## src/rtl/hazard_pkg.sv

```systemverilog
// Shared definitions for the scoreboard hazard controller.
//   NUM_REGS        architectural integer registers (x0..x31)
//   REG_AW          register address width
//   PEND_CNT_W      width of one scoreboard countdown entry
//   PEND_CYCLES_DEF default countdown load value
//   pend_cnt_t      type of one countdown entry
//   ctrl_mode_t     pipeline control decision for the current cycle
package hazard_pkg;

    localparam int unsigned NUM_REGS        = 32;
    localparam int unsigned REG_AW          = 5;
    localparam int unsigned PEND_CNT_W      = 3;
    localparam int unsigned PEND_CYCLES_DEF = 3;

    typedef logic [PEND_CNT_W-1:0] pend_cnt_t;

    typedef enum logic [1:0] {
        CTRL_NORMAL,
        CTRL_STALL,
        CTRL_REDIRECT
    } ctrl_mode_t;

endpackage

```

## src/rtl/scoreboard_hazard_ctrl_sb_cnt_array.sv

```systemverilog
// Scoreboard countdown array: one entry per register x1..x31 holding the
// number of cycles until a pending write becomes readable from the regfile.
//   i_clk       clock, rising edge
//   i_rst_n     asynchronous active-low reset, clears every entry
//   i_set_en    load entry i_set_addr with PEND_CYCLES this edge
//   i_set_addr  register whose entry is loaded
//   o_busy      bit r set while entry r is non-zero; bit 0 always 0
module sb_cnt_array
    import hazard_pkg::*;
#(
    parameter int unsigned PEND_CYCLES = PEND_CYCLES_DEF
) (
    input  logic              i_clk,
    input  logic              i_rst_n,
    input  logic              i_set_en,
    input  logic [REG_AW-1:0] i_set_addr,
    output logic [NUM_REGS-1:0] o_busy
);

    pend_cnt_t cnt [1:NUM_REGS-1];

    // A set on an entry that is also counting down takes the reload: the
    // younger producer writes back later, so its latency is the one to keep.
    always_ff @(posedge i_clk or negedge i_rst_n) begin
        if (!i_rst_n) begin
            for (int unsigned r = 1; r < NUM_REGS; r++) begin
                cnt[r] <= '0;
            end
        end else begin
            for (int unsigned r = 1; r < NUM_REGS; r++) begin
                if (i_set_en && (i_set_addr == REG_AW'(r))) begin
                    cnt[r] <= pend_cnt_t'(PEND_CYCLES);
                end else if (cnt[r] != '0) begin
                    cnt[r] <= cnt[r] - pend_cnt_t'(1);
                end
            end
        end
    end

    always_comb begin
        o_busy = '0;
        for (int unsigned r = 1; r < NUM_REGS; r++) begin
            o_busy[r] = (cnt[r] != '0);
        end
    end

endmodule

```

## src/rtl/scoreboard_hazard_ctrl.sv

```systemverilog
// Scoreboard-based hazard controller for a 5-stage non-forwarding pipeline.
// Stalls an ID instruction whose sources have pending writes, flushes on an
// EX redirect, and counts stall/flush cycles.
//   i_clk, i_rst_n                 clock / async active-low reset
//   i_id_vld                       ID holds a valid instruction
//   i_id_rs1_addr/_used            rs1 of ID instruction and whether it is read
//   i_id_rs2_addr/_used            rs2 of ID instruction and whether it is read
//   i_id_rd_addr/_wren             rd of ID instruction and whether it is written
//   i_ex_br_taken                  EX redirect this cycle
//   o_pc_en, o_ifid_en             PC / IF-ID load enables
//   o_ifid_flush, o_idex_flush     bubble IF-ID / ID-EX on next edge
//   o_busy_mask                    per-register pending-write flags
//   o_stall_cnt, o_flush_cnt       saturating stall / redirect cycle counters
module scoreboard_hazard_ctrl
    import hazard_pkg::*;
#(
    parameter int unsigned PEND_CYCLES = PEND_CYCLES_DEF,
    parameter int unsigned CNT_W       = 32
) (
    input  logic              i_clk,
    input  logic              i_rst_n,
    input  logic              i_id_vld,
    input  logic [REG_AW-1:0] i_id_rs1_addr,
    input  logic [REG_AW-1:0] i_id_rs2_addr,
    input  logic              i_id_rs1_used,
    input  logic              i_id_rs2_used,
    input  logic [REG_AW-1:0] i_id_rd_addr,
    input  logic              i_id_rd_wren,
    input  logic              i_ex_br_taken,
    output logic              o_pc_en,
    output logic              o_ifid_en,
    output logic              o_ifid_flush,
    output logic              o_idex_flush,
    output logic [NUM_REGS-1:0] o_busy_mask,
    output logic [CNT_W-1:0]  o_stall_cnt,
    output logic [CNT_W-1:0]  o_flush_cnt
);

    logic [NUM_REGS-1:0] busy;
    logic                haz;
    logic                issue;
    logic                set_en;
    ctrl_mode_t          mode;

    sb_cnt_array #(
        .PEND_CYCLES (PEND_CYCLES)
    ) u_cnt_array (
        .i_clk      (i_clk),
        .i_rst_n    (i_rst_n),
        .i_set_en   (set_en),
        .i_set_addr (i_id_rd_addr),
        .o_busy     (busy)
    );

    // Hazard looks only at the pre-issue scoreboard, so an instruction that
    // reads its own destination never stalls on itself.
    always_comb begin
        haz = i_id_vld &
              ((i_id_rs1_used & (i_id_rs1_addr != '0) & busy[i_id_rs1_addr]) |
               (i_id_rs2_used & (i_id_rs2_addr != '0) & busy[i_id_rs2_addr]));
        issue  = i_id_vld & ~haz & ~i_ex_br_taken;
        set_en = issue & i_id_rd_wren & (i_id_rd_addr != '0);
    end

    always_comb begin
        mode = CTRL_NORMAL;
        if (i_ex_br_taken) begin
            mode = CTRL_REDIRECT;
        end else if (haz) begin
            mode = CTRL_STALL;
        end
    end

    always_comb begin
        o_pc_en      = 1'b1;
        o_ifid_en    = 1'b1;
        o_ifid_flush = 1'b0;
        o_idex_flush = 1'b0;
        case (mode)
            CTRL_STALL: begin
                o_pc_en      = 1'b0;
                o_ifid_en    = 1'b0;
                o_idex_flush = 1'b1;
            end
            CTRL_REDIRECT: begin
                o_ifid_flush = 1'b1;
                o_idex_flush = 1'b1;
            end
            default: ;
        endcase
    end

    assign o_busy_mask = busy;

    always_ff @(posedge i_clk or negedge i_rst_n) begin
        if (!i_rst_n) begin
            o_stall_cnt <= '0;
            o_flush_cnt <= '0;
        end else begin
            if ((mode == CTRL_STALL) && (o_stall_cnt != '1)) begin
                o_stall_cnt <= o_stall_cnt + CNT_W'(1);
            end
            if ((mode == CTRL_REDIRECT) && (o_flush_cnt != '1)) begin
                o_flush_cnt <= o_flush_cnt + CNT_W'(1);
            end
        end
    end

endmodule
```

## config.mk

```make
export PLATFORM = sky130hd
export DESIGN_NAME = scoreboard_hazard_ctrl
export DESIGN_NICKNAME = d
export VERILOG_FILES = /design/src/rtl/hazard_pkg.sv /design/src/rtl/scoreboard_hazard_ctrl_sb_cnt_array.sv /design/src/rtl/scoreboard_hazard_ctrl.sv
export SDC_FILE = /design/constraint.sdc
export NUM_CORES = 1
export LEC_CHECK = 0
export BUFFER_PORTS_ARGS = -buffer_cell sky130_fd_sc_hd__buf_4
export CORE_ASPECT_RATIO = 0.75
export CORE_MARGIN = 2
export CORE_UTILIZATION = 50
export CTS_CLUSTER_DIAMETER = 30
export CTS_CLUSTER_SIZE = 24
export DETAILED_ROUTE_END_ITERATION = 7
export GPL_ROUTABILITY_DRIVEN = 1
export PLACE_DENSITY = 0.81
export RECOVER_POWER = 25
export SYNTH_ARGS = -nofsm -noshare
export SYNTH_HDL_FRONTEND = slang
export SYNTH_SLANG_ARGS = --single-unit
```

## constraint.sdc

```tcl
create_clock -name i_clk -period 6.16 [get_ports i_clk]
set_clock_uncertainty 0.2 [all_clocks]
set_input_delay 1.848 -clock i_clk [delete_from_list [all_inputs] [get_ports i_clk]]
set_output_delay 1.848 -clock i_clk [all_outputs]
set_load 0.05 [all_outputs]
```

Word-level counts from Yosys, hierarchy flattened
Index checks and enable logic that the tools add are counted.
{"block": "totals", "ff_bits": 157, "out_inout_bits": 100}
{"block": "classes", "addsub": 33, "order_cmp": 2, "n_eq_ne": 35, "mux": 71, "n_bitwise": 12, "n_reduce_logical": 99}
{"operator": "3-bit 2-to-1 mux", "count": 62}
{"operator": "3-bit nonzero test", "count": 31}
{"operator": "3-bit by 1-bit subtractor with 3-bit output (second input constant)", "count": 31}
{"operator": "5-bit == test (second input constant)", "count": 16}
{"operator": "32-bit by 1-bit adder with 32-bit output (second input constant)", "count": 2}
{"operator": "32-bit inequality test (second input constant)", "count": 2}
{"operator": "2-bit nonzero test", "count": 31}
{"operator": "5-bit by 4-bit == test with 1-bit output (second input constant)", "count": 8}
{"operator": "1-bit logical AND", "count": 33}
{"operator": "5-bit by 3-bit == test with 1-bit output (second input constant)", "count": 4}
{"operator": "5-bit nonzero test", "count": 3}
{"operator": "5-bit by 6-bit < comparator with 1-bit output (second input constant)", "count": 2}
{"operator": "1-bit binary-select mux with 5-bit select", "count": 2}
{"operator": "5-bit by 2-bit == test with 1-bit output (second input constant)", "count": 2}
{"operator": "1-bit bitwise AND", "count": 9}
{"operator": "1-bit 2-to-1 mux", "count": 6}
{"operator": "5-bit by 1-bit == test with 1-bit output (second input constant)", "count": 1}
{"operator": "2-bit by 1-bit == test with 1-bit output (second input constant)", "count": 1}
{"operator": "2-bit == test (second input constant)", "count": 1}
{"operator": "2-bit 2-to-1 mux", "count": 1}
{"operator": "1-bit NOT", "count": 2}
{"operator": "2-bit OR reduction", "count": 1}
{"operator": "1-bit bitwise OR", "count": 1}

Logic depth before layout (Yosys ltp)
Gate-level depths: netlist of run 1.
{"block": "logic_depth", "word_depth": 13, "mapped_depth": 12}

Cells and area by module
Synthesis of run 1 repeated with hierarchy kept, for this count alone.
{"block": "hier_totals", "hier_cells": 849, "area_unflattened_um2": 8916.1}
{"module": "sb_cnt_array", "n_inst": 1, "cells_each": 503, "area_per_inst_um2": 5146.2}
{"module": "scoreboard_hazard_ctrl", "n_inst": 1, "cells_each": 346, "area_per_inst_um2": 3769.9}

Worst setup path after synthesis of run 1
OpenSTA, ideal clock, no wires.
{"block": "synth_path", "kind": "input to output", "startpoint": "input i_id_rs1_addr[0]", "endpoint": "output o_pc_en", "arrival_ns": 4.605, "required_ns": 4.112, "setup_slack_ns": -0.493, "stages": 10, "cell_sequence": "buf_4 > inv_2 > mux4_2 > mux4_2 > and4_4 > nor4_4 > buf_4 > buf_2 > nand2b_1 > buf_4"}
{"block": "synth_via", "elab_chain_len": 9}
{"element": "start: declaration", "line_no": "scoreboard_hazard_ctrl.sv:23", "rtl": "input logic [REG_AW-1:0] i_id_rs1_addr,"}
{"element": "1-bit binary-select mux with 5-bit select / 5-bit nonzero test (equally long branches)", "line_no": "scoreboard_hazard_ctrl.sv:59", "rtl": "((i_id_rs1_used & (i_id_rs1_addr != '0) & busy[i_id_rs1_addr]) |"}
{"element": "1-bit 2-to-1 mux (not written as such) / 1-bit bitwise AND (equally long branches)", "line_no": "scoreboard_hazard_ctrl.sv:59"}
{"element": "1-bit bitwise AND *", "line_no": "scoreboard_hazard_ctrl.sv:59"}
{"element": "1-bit bitwise OR *", "line_no": "scoreboard_hazard_ctrl.sv:59"}
{"element": "1-bit bitwise AND *", "line_no": "scoreboard_hazard_ctrl.sv:58", "rtl": "haz = i_id_vld &"}
{"element": "1-bit 2-to-1 mux *", "line_no": "scoreboard_hazard_ctrl.sv:69", "rtl": "end else if (haz) begin"}
{"element": "2-bit 2-to-1 mux *", "line_no": "scoreboard_hazard_ctrl.sv:67", "rtl": "if (i_ex_br_taken) begin"}
{"element": "2-bit by 1-bit == test with 1-bit output *"}
{"element": "1-bit 2-to-1 mux *"}
{"element": "end: declaration", "line_no": "scoreboard_hazard_ctrl.sv:30", "rtl": "output logic o_pc_en,"}
Every way passes the cells marked *; elsewhere a longest branch is shown, timed or not. The select of a mux whose other input is x is not followed.

Worst setup path in the final report of run 1
{"block": "layout_path", "startpoint": "input i_id_rs1_addr[0]", "endpoint": "output o_ifid_en"}
{"block": "layout_via", "elab_chain_len": 9}
{"element": "1-bit binary-select mux with 5-bit select / 5-bit nonzero test (equally long branches)", "line_no": "scoreboard_hazard_ctrl.sv:59"}
{"element": "1-bit 2-to-1 mux (not written as such) / 1-bit bitwise AND (equally long branches)", "line_no": "scoreboard_hazard_ctrl.sv:59"}
{"element": "1-bit bitwise AND *", "line_no": "scoreboard_hazard_ctrl.sv:59"}
{"element": "1-bit bitwise OR *", "line_no": "scoreboard_hazard_ctrl.sv:59"}
{"element": "1-bit bitwise AND *", "line_no": "scoreboard_hazard_ctrl.sv:58"}
{"element": "1-bit 2-to-1 mux *", "line_no": "scoreboard_hazard_ctrl.sv:69"}
{"element": "2-bit 2-to-1 mux *", "line_no": "scoreboard_hazard_ctrl.sv:67"}
{"element": "2-bit by 1-bit == test with 1-bit output *", "line_no": "scoreboard_hazard_ctrl.sv:79", "rtl": "case (mode)"}
{"element": "1-bit 2-to-1 mux *", "line_no": "scoreboard_hazard_ctrl.sv:79"}
{"element": "end: declaration", "line_no": "scoreboard_hazard_ctrl.sv:31", "rtl": "output logic o_ifid_en,"}
Marks and branches as above.

==> flow_summary.rst, run 1 <==
.. list-table::
   :header-rows: 1

   * - Metric
     - Value
   * - Outcome
     - finished with violations
   * - Failing checks
     - capacitance limit, slew limit
   * - Cell seen most often among critical-path stages
     - sky130_fd_sc_hd__buf_4
   * - Cell type group with the largest total delay on the critical path
     - multiplexers
   * - Resized cells post-CTS
     - 0
   * - Maximum root-to-sink buffer count
     - 2
   * - Pin count of the biggest net entering global routing
     - 100
   * - Number of stages on the worst hold path
     - 1
   * - Unrepaired setup endpoints after global routing
     - false
   * - Cell types with the largest area share after synthesis
     - sky130_fd_sc_hd__dfrtp_1 (44%), sky130_fd_sc_hd__ha_1 (8.9%), sky130_fd_sc_hd__xnor2_1 (5.0%)
   * - Vert. Die Dim
     - 120 µm
   * - FF+latch area
     - 3930 µm²
   * - Final number of hold-violating endpoints
     - 0
   * - Antenna violations before repair
     - 0
   * - Shortest period the worst path allows
     - 6.05 ns
   * - DRC violations left
     - 0
   * - GRT Util Overall
     - 23.3%
   * - Vias in the first global route
     - 6,967
   * - Period Utilization, post-route
     - 98.3%
   * - Htree depth
     - 4
   * - Maximum fanout encountered on the critical timing path
     - 8
   * - Area added between synthesis and finish
     - 18.6%
   * - Type of the worst setup path
     - input pin to output pin
   * - Crit path buf inv count
     - 4
   * - Root cell of the clock tree
     - sky130_fd_sc_hd__clkbuf_16
   * - Total grt overflow
     - 0
   * - Hold buffer count at cts
     - 0
   * - Primary flip-flop cell chosen by synthesis mapping
     - sky130_fd_sc_hd__dfrtp_1
   * - Footprint of the multi-input gates
     - 4650 µm²
   * - Distinct cell type count after synthesis
     - 54
   * - Detail Placement HPWL
     - 16,000 µm
   * - Post-layout nets
     - 1,126
   * - Synthesized cell area
     - 9020 µm²
   * - Transition time of the tightest slew-check pin
     - 2.56 ns
   * - Top cell type by total area after synthesis
     - sky130_fd_sc_hd__dfrtp_1
   * - Kind of end point of the critical path
     - output pin
   * - Full die area
     - 19,100 µm²
   * - Count of pins over their slew limit
     - 100
   * - Worst path max stage delay
     - 0.48 ns
   * - Final setup violation count
     - 0
   * - CTS clk-pin slew, worst paths
     - 0.06 ns
   * - CP cell instances
     - buf_4, inv_2, mux4_2, mux4_2, and4_4, nor4_4, buf_4, nand2b_4, buf_4
   * - Avg Inst Size Synth
     - 9.71 µm²
   * - Count of warnings emitted by yosys
     - 0
   * - Total number of placement rows
     - 42
   * - Number of maximum-capacitance constraint violations
     - 1
   * - Synthesized instance count
     - 929
   * - Insertion delay to the later sink of the worst-skew pair
     - 0.42 ns
   * - Highest attainable clock frequency
     - 165 MHz
   * - Final core utilization
     - 60.6%
   * - Starting density of the core
     - 51.1%
   * - Initial detailed-routing violation count
     - 597
   * - Leak pwr
     - 5.17 nW
   * - Critical Path AT
     - 4.01 ns
   * - Number of setup buffers added after CTS
     - 0
   * - RePlAce Congestion
     - 0.858
   * - Levels on crit path
     - 9
   * - Routed via count
     - 7,135
   * - Worst slew margin relative to its limit
     - -71.0%
   * - Share of async-settable or async-resettable flops after synthesis
     - 100%
   * - Sequential-to-total area share from yosys stat
     - 43.5%
   * - Overall power after layout
     - 5.13 mW
   * - Number of buffers added by the clock tree synthesis step
     - 17
   * - Worst setup SP type
     - input pin
   * - TritonCTS clock tree
     - built
   * - Antenna diode count
     - 0
   * - Fill cell count
     - 1,502
   * - Wire length per cell after detailed routing
     - 16.7 µm
   * - Synth Register Bits
     - 157
   * - Via density
     - 5.51
   * - Drt first pass iters
     - 5
   * - Cell type of the slowest stage on the worst timing path
     - sky130_fd_sc_hd__mux4_2
   * - Worst path required time
     - 4.11 ns
   * - Fraction of layout instances using a drive strength above 1
     - 18.2%
   * - Die width
     - 159 µm
   * - Standard cell core area
     - 17,700 µm²
   * - Count of flip-flops with a built-in enable after synthesis
     - 0
   * - Boundary Pins
     - 122
   * - Detailed Route WL
     - 21,600 µm
   * - Power density of the placed cells
     - 479 nW/µm²
   * - Area share of the largest cell type after synthesis
     - 43.5%
   * - Number of nets in the synthesized netlist
     - 1,015
   * - VDD IR max
     - 0.385 mV
   * - Input/output buffers
     - 120
   * - Clock sink total
     - 157
   * - Worst min path class
     - flip-flop to flip-flop
   * - Global-route wire length before repair
     - 35,400 µm
   * - Worst reg2reg path depth
     - 11
   * - Detail Route Antenna Nets
     - 0
[routing by layer]
metal	part of all wire, %	track usage (%)	vias up
met4	1.9	6.53	0
met1	45	32.6	3491
li1	-	-	3381
met2	46	36.3	228
met5	0	0	-
met3	7.4	5.80	35
[state kept, by name, indices dropped and copies added, names as in the netlist]
name             count
u_cnt_array.cnt     93
o_stall_cnt         32
o_flush_cnt         32
[report_power, final]
group,leakage (nW),switching (mW),total (mW),internal (mW)
clock,0.288,0.465,1.04,0.572
sequential,1.94,0.247,1.66,1.41
combinational,2.94,1.48,2.43,0.952
total,5.17,2.19,5.13,2.93
[area by class of cell]
type | count | area share (%)
well taps | 242 | 2.83
flip-flops and latches | 157 | 36.7
multi-input cells | 658 | 43.4
clock inverters | 15 | 1.43
clock buffers | 17 | 3.97
inverters | 78 | 2.74
repair buffers | 128 | 8.92
[logic make-up (layout without fill, tap and decap cells)]
| group | after synthesis | in the layout | share of synthesized area [%] |
|---|---|---|---|
| xor+xnor | 93 | 93 | 9.03 |
| fa+ha+maj | 64 | 64 | 8.87 |
| mux | 46 | 46 | 6.77 |
| simple gates | 306 | 306 | 17.7 |
| other cells | 1 | 1 | 0.0416 |
| buf+inv | 114 | 238 | 5.09 |
| flops | 157 | 157 | 43.5 |
| compound gates | 148 | 148 | 8.94 |
[worst register-to-register path, cell delays in order (launching register included)]
cell,delay (ns)
sky130_fd_sc_hd__dfrtp_1,0.39
sky130_fd_sc_hd__inv_1,0.08
sky130_fd_sc_hd__ha_1,0.18
sky130_fd_sc_hd__nand2b_1,0.23
sky130_fd_sc_hd__mux4_2,0.54
sky130_fd_sc_hd__mux4_2,0.47
sky130_fd_sc_hd__and4_4,0.21
sky130_fd_sc_hd__nor4_4,0.26
sky130_fd_sc_hd__buf_4,0.20
sky130_fd_sc_hd__buf_4,0.36
sky130_fd_sc_hd__nand3_1,0.52
sky130_fd_sc_hd__o21ai_0,0.33
[cell usage after synthesis (all sizes together) (2+ instances only)]
cell	instances
dfrtp	157
o21ai	96
inv	78
nand2	74
ha	64
nor2	59
xnor2	51
xor2	42
nand2b	31
a21oi	29
mux2i	25
nand3	25
nor3	23
clkbuf	22
nor4	18
nand4	16
buf	14
and3	13
mux4	11
mux2	10
and2	8
nand3b	8
nor2b	8
o21a	8
nor3b	6
and4	4
or2	4
and3b	3
o211ai	3
nor4b	2
o2111ai	2
or4	2
[metrics by stage]
step,setup slack [ns],hold slack (ns),instance area [µm²],std cells,TNS (ns)
floorplan,-0.116,0.282,9040,929,-0.116
global placement,0.129,0.274,10100,1263,0
detailed placement,0.114,0.279,10100,1263,0
CTS,0.111,0.288,10700,1295,0
global route,0.0452,0.314,10700,1295,0
finish,0.106,0.286,10700,1295,0
[cells in the final DEF, fill, tap and decap left out, drive strengths merged, types with 2 or more instances in the layout]
master,n
clkinv,5
or2,4
nand2b,31
a21oi,29
nand3,25
o21a,8
clkbuf,19
dfrtp,157
inv,86
o211ai,3
and2,8
mux4,11
nor2,59
and4,4
nand3b,8
nor4,18
nand4,16
nor4b,2
xnor2,51
o2111ai,2
xor2,42
or4,2
ha,64
and3,13
nor3,23
and3b,3
nor3b,6
nor2b,8
mux2,10
o21ai,96
buf,126
mux2i,25
nand2,74
[worst paths after layout]
| check | from | end | slack, ns |
|---|---|---|---|
| max | i_id_rs1_addr[0] | o_ifid_en | 0.11 |
| min | o_stall_cnt[21] | o_stall_cnt[21] | 0.29 |
| max reg2reg | u_cnt_array.cnt[24] | u_cnt_array.cnt[7] | 2.09 |
| min reg2reg | o_stall_cnt[21] | o_stall_cnt[21] | 0.29 |
| max in group asynchronous | i_rst_n | u_cnt_array.cnt[8] | 2.18 |
| min in group asynchronous | i_rst_n | u_cnt_array.cnt[81] | 2.02 |
Power figures use the tool's default switching activity.
==> run 2: changes to the inputs <==
--- a/config.mk
+++ b/config.mk
@@ -6,7 +6,6 @@
 export NUM_CORES = 1
 export LEC_CHECK = 0
 export BUFFER_PORTS_ARGS = -buffer_cell sky130_fd_sc_hd__buf_4
-export CORE_ASPECT_RATIO = 0.75
 export CORE_MARGIN = 2
 export CORE_UTILIZATION = 50
 export CTS_CLUSTER_DIAMETER = 30
==> run 2 against run 1 <==
- the run still ends with capacitance limit, slew limit left
- non-clock buffer count grew 1
- power grew 0.39%
- count of clock-buffer cells in the layout is the same
- clock power grew 4%
- sequential cell count is the same
- global-route usage shrank 0.99 points
- final cell count shrank 1.0%
- highest routed layer unchanged
==> flow_summary.rst, run 2 (same netlist as run 1, synthesis figures left out) <==
.. list-table::
   :header-rows: 1

   * - Metric
     - Value
   * - Hold buffer count at cts
     - 0
   * - Maximum root-to-sink buffer count
     - 2
   * - Routed via count
     - 7,012
   * - CTS clk-pin slew, worst paths
     - 0.06 ns
   * - Fill cell count
     - 1,495
   * - Post-layout nets
     - 1,127
   * - Clock sink total
     - 157
   * - Root cell of the clock tree
     - sky130_fd_sc_hd__clkbuf_16
   * - Period Utilization, post-route
     - 99.2%
   * - Power density of the placed cells
     - 480 nW/µm²
   * - Number of maximum-capacitance constraint violations
     - 2
   * - Total number of placement rows
     - 49
   * - RePlAce Congestion
     - 0.881
   * - Highest attainable clock frequency
     - 164 MHz
   * - Commonest non-fill, non-tap cells in the layout
     - sky130_fd_sc_hd__dfrtp_1 (157), sky130_fd_sc_hd__buf_4 (124), sky130_fd_sc_hd__o21ai_0 (86)
   * - Failing checks
     - capacitance limit, slew limit
   * - Die width
     - 138 µm
   * - Overall power after layout
     - 5.15 mW
   * - Htree depth
     - 4
   * - Area added between synthesis and finish
     - 18.9%
   * - Commonest non-fill, non-tap cell in the layout
     - sky130_fd_sc_hd__dfrtp_1
   * - Drt first pass iters
     - 4
   * - Cell type of the slowest stage on the worst timing path
     - sky130_fd_sc_hd__mux4_2
   * - Maximum fanout encountered on the critical timing path
     - 6
   * - Initial detailed-routing violation count
     - 279
   * - Global-route wire length before repair
     - 35,000 µm
   * - Pin count of the biggest net entering global routing
     - 87
   * - Largest registers
     - u_cnt_array.cnt (93), o_flush_cnt (32), o_stall_cnt (32)
   * - Unrepaired setup endpoints after global routing
     - false
   * - GRT Util Overall
     - 22.3%
   * - Worst slew margin relative to its limit
     - -43.7%
   * - Vert. Die Dim
     - 138 µm
   * - Largest register FFs
     - 93
   * - Detail Route Antenna Nets
     - 0
   * - Cell seen most often among critical-path stages
     - sky130_fd_sc_hd__mux4_2
   * - Worst reg2reg path depth
     - 11
   * - Outcome
     - finished with violations
   * - CP cell instances
     - buf_4, inv_4, mux4_2, mux4_2, and4_4, nor4_4, buf_6, nand2b_4, buf_8
   * - Via density
     - 5.47
   * - Number of buffers added by the clock tree synthesis step
     - 17
   * - Final number of hold-violating endpoints
     - 0
   * - Starting density of the core
     - 50.6%
   * - Final Cell Area
     - 10,700 µm²
   * - Detailed Route WL
     - 20,900 µm
   * - Total negative slack
     - 0 ns
   * - Final setup violation count
     - 0
   * - DRC violations left
     - 0
   * - Boundary Pins
     - 122
   * - Count of pins over their slew limit
     - 123
   * - Vias in the first global route
     - 7,096
   * - Number of stages on the worst hold path
     - 1
   * - DP Cell Count
     - 1,250
   * - Wire length per cell after detailed routing
     - 16.3 µm
   * - Insertion delay to the later sink of the worst-skew pair
     - 0.43 ns
   * - Input/output buffers
     - 120
   * - Most flops, register
     - u_cnt_array.cnt
   * - Worst setup SP type
     - input pin
   * - VDD IR max
     - 0.278 mV
   * - Full die area
     - 19,100 µm²
   * - Critical Path AT
     - 4.07 ns
   * - Worst min path class
     - flip-flop to flip-flop
   * - Worst path max stage delay
     - 0.49 ns
   * - Antenna violations before repair
     - 0
   * - Non-filler instance count after layout
     - 1,282
   * - Total grt overflow
     - 0
   * - Placed cell area
     - 10,100 µm²
   * - Kind of end point of the critical path
     - output pin
   * - Standard cell core area
     - 17,800 µm²
   * - Leak pwr
     - 5.19 nW
   * - TritonCTS clock tree
     - built
   * - Antenna diode count
     - 0
   * - Shortest period the worst path allows
     - 6.11 ns
   * - Detail Placement HPWL
     - 15,300 µm
   * - Type of the worst setup path
     - input pin to output pin
   * - Transition time of the tightest slew-check pin
     - 2.16 ns
   * - Fraction of layout instances using a drive strength above 1
     - 18.2%
   * - Worst path required time
     - 4.11 ns
-- run 2: metrics by stage --
stage / hold WS, ns / util, % / worst slack [ns]
CTS: 0.291 / 60.1 / 0.0170
finish: 0.287 / 60.2 / 0.0467
global placement: 0.276 / 56.7 / 0.0386
global route: 0.307 / 60.2 / 0.00428
detailed placement: 0.279 / 56.7 / -0.00533
floorplan: 0.282 / - / -0.116
-- run 2: routing by layer --
layer	share of wire (%)	track usage, %	wire, µm
met1	44	28.9	9130
met5	0	0	0
met4	1.4	5.96	295
met3	6.4	6.30	1340
met2	48	37.0	10100
-- run 2: area by class of cell --
cell class | count | area [µm²] | share of cell area, %
Multi-Input combinational cell | 658 | 4650 | 43.3
Sequential cell | 157 | 3930 | 36.6
Timing Repair Buffer | 129 | 981 | 9.14
Clock buffer | 17 | 425 | 3.96
Inverter | 78 | 295 | 2.75
Tap cell | 229 | 287 | 2.67
Clock inverter | 14 | 169 | 1.57
-- run 2: critical path: cells and delay by family --
kind | cells | cell delay (ns)
muxes | 2 | 0.98
and+or+nand+nor | 3 | 0.69
buffers and inverters | 4 | 0.55
-- run 2: path summary, 6_finish.rpt --
check                           slack (ns)                 from                   to
worst max register to register        2.05  u_cnt_array.cnt[28]  u_cnt_array.cnt[55]
max in group asynchronous             1.33              i_rst_n  u_cnt_array.cnt[28]
worst max-delay path                  0.05     i_id_rs1_addr[0]              o_pc_en
min in group asynchronous             1.84              i_rst_n  u_cnt_array.cnt[20]
worst min-delay path                  0.29      o_flush_cnt[12]      o_flush_cnt[12]
worst min register to register        0.29      o_flush_cnt[12]      o_flush_cnt[12]
-- run 2: power breakdown --
part / leakage [nW] / internal, mW / switching, mW / total [mW]
sequential: 1.94 / 1.41 / 0.241 / 1.65
combinational: 2.95 / 0.954 / 1.47 / 2.42
clock: 0.290 / 0.611 / 0.464 / 1.08
-- run 2: what timing repair did --
action,in CTS,in global routing
gates cloned,0,0
setup buffers,0,1
pin swaps,0,2
resized for setup,1,5
setup endpoints to repair,2,2
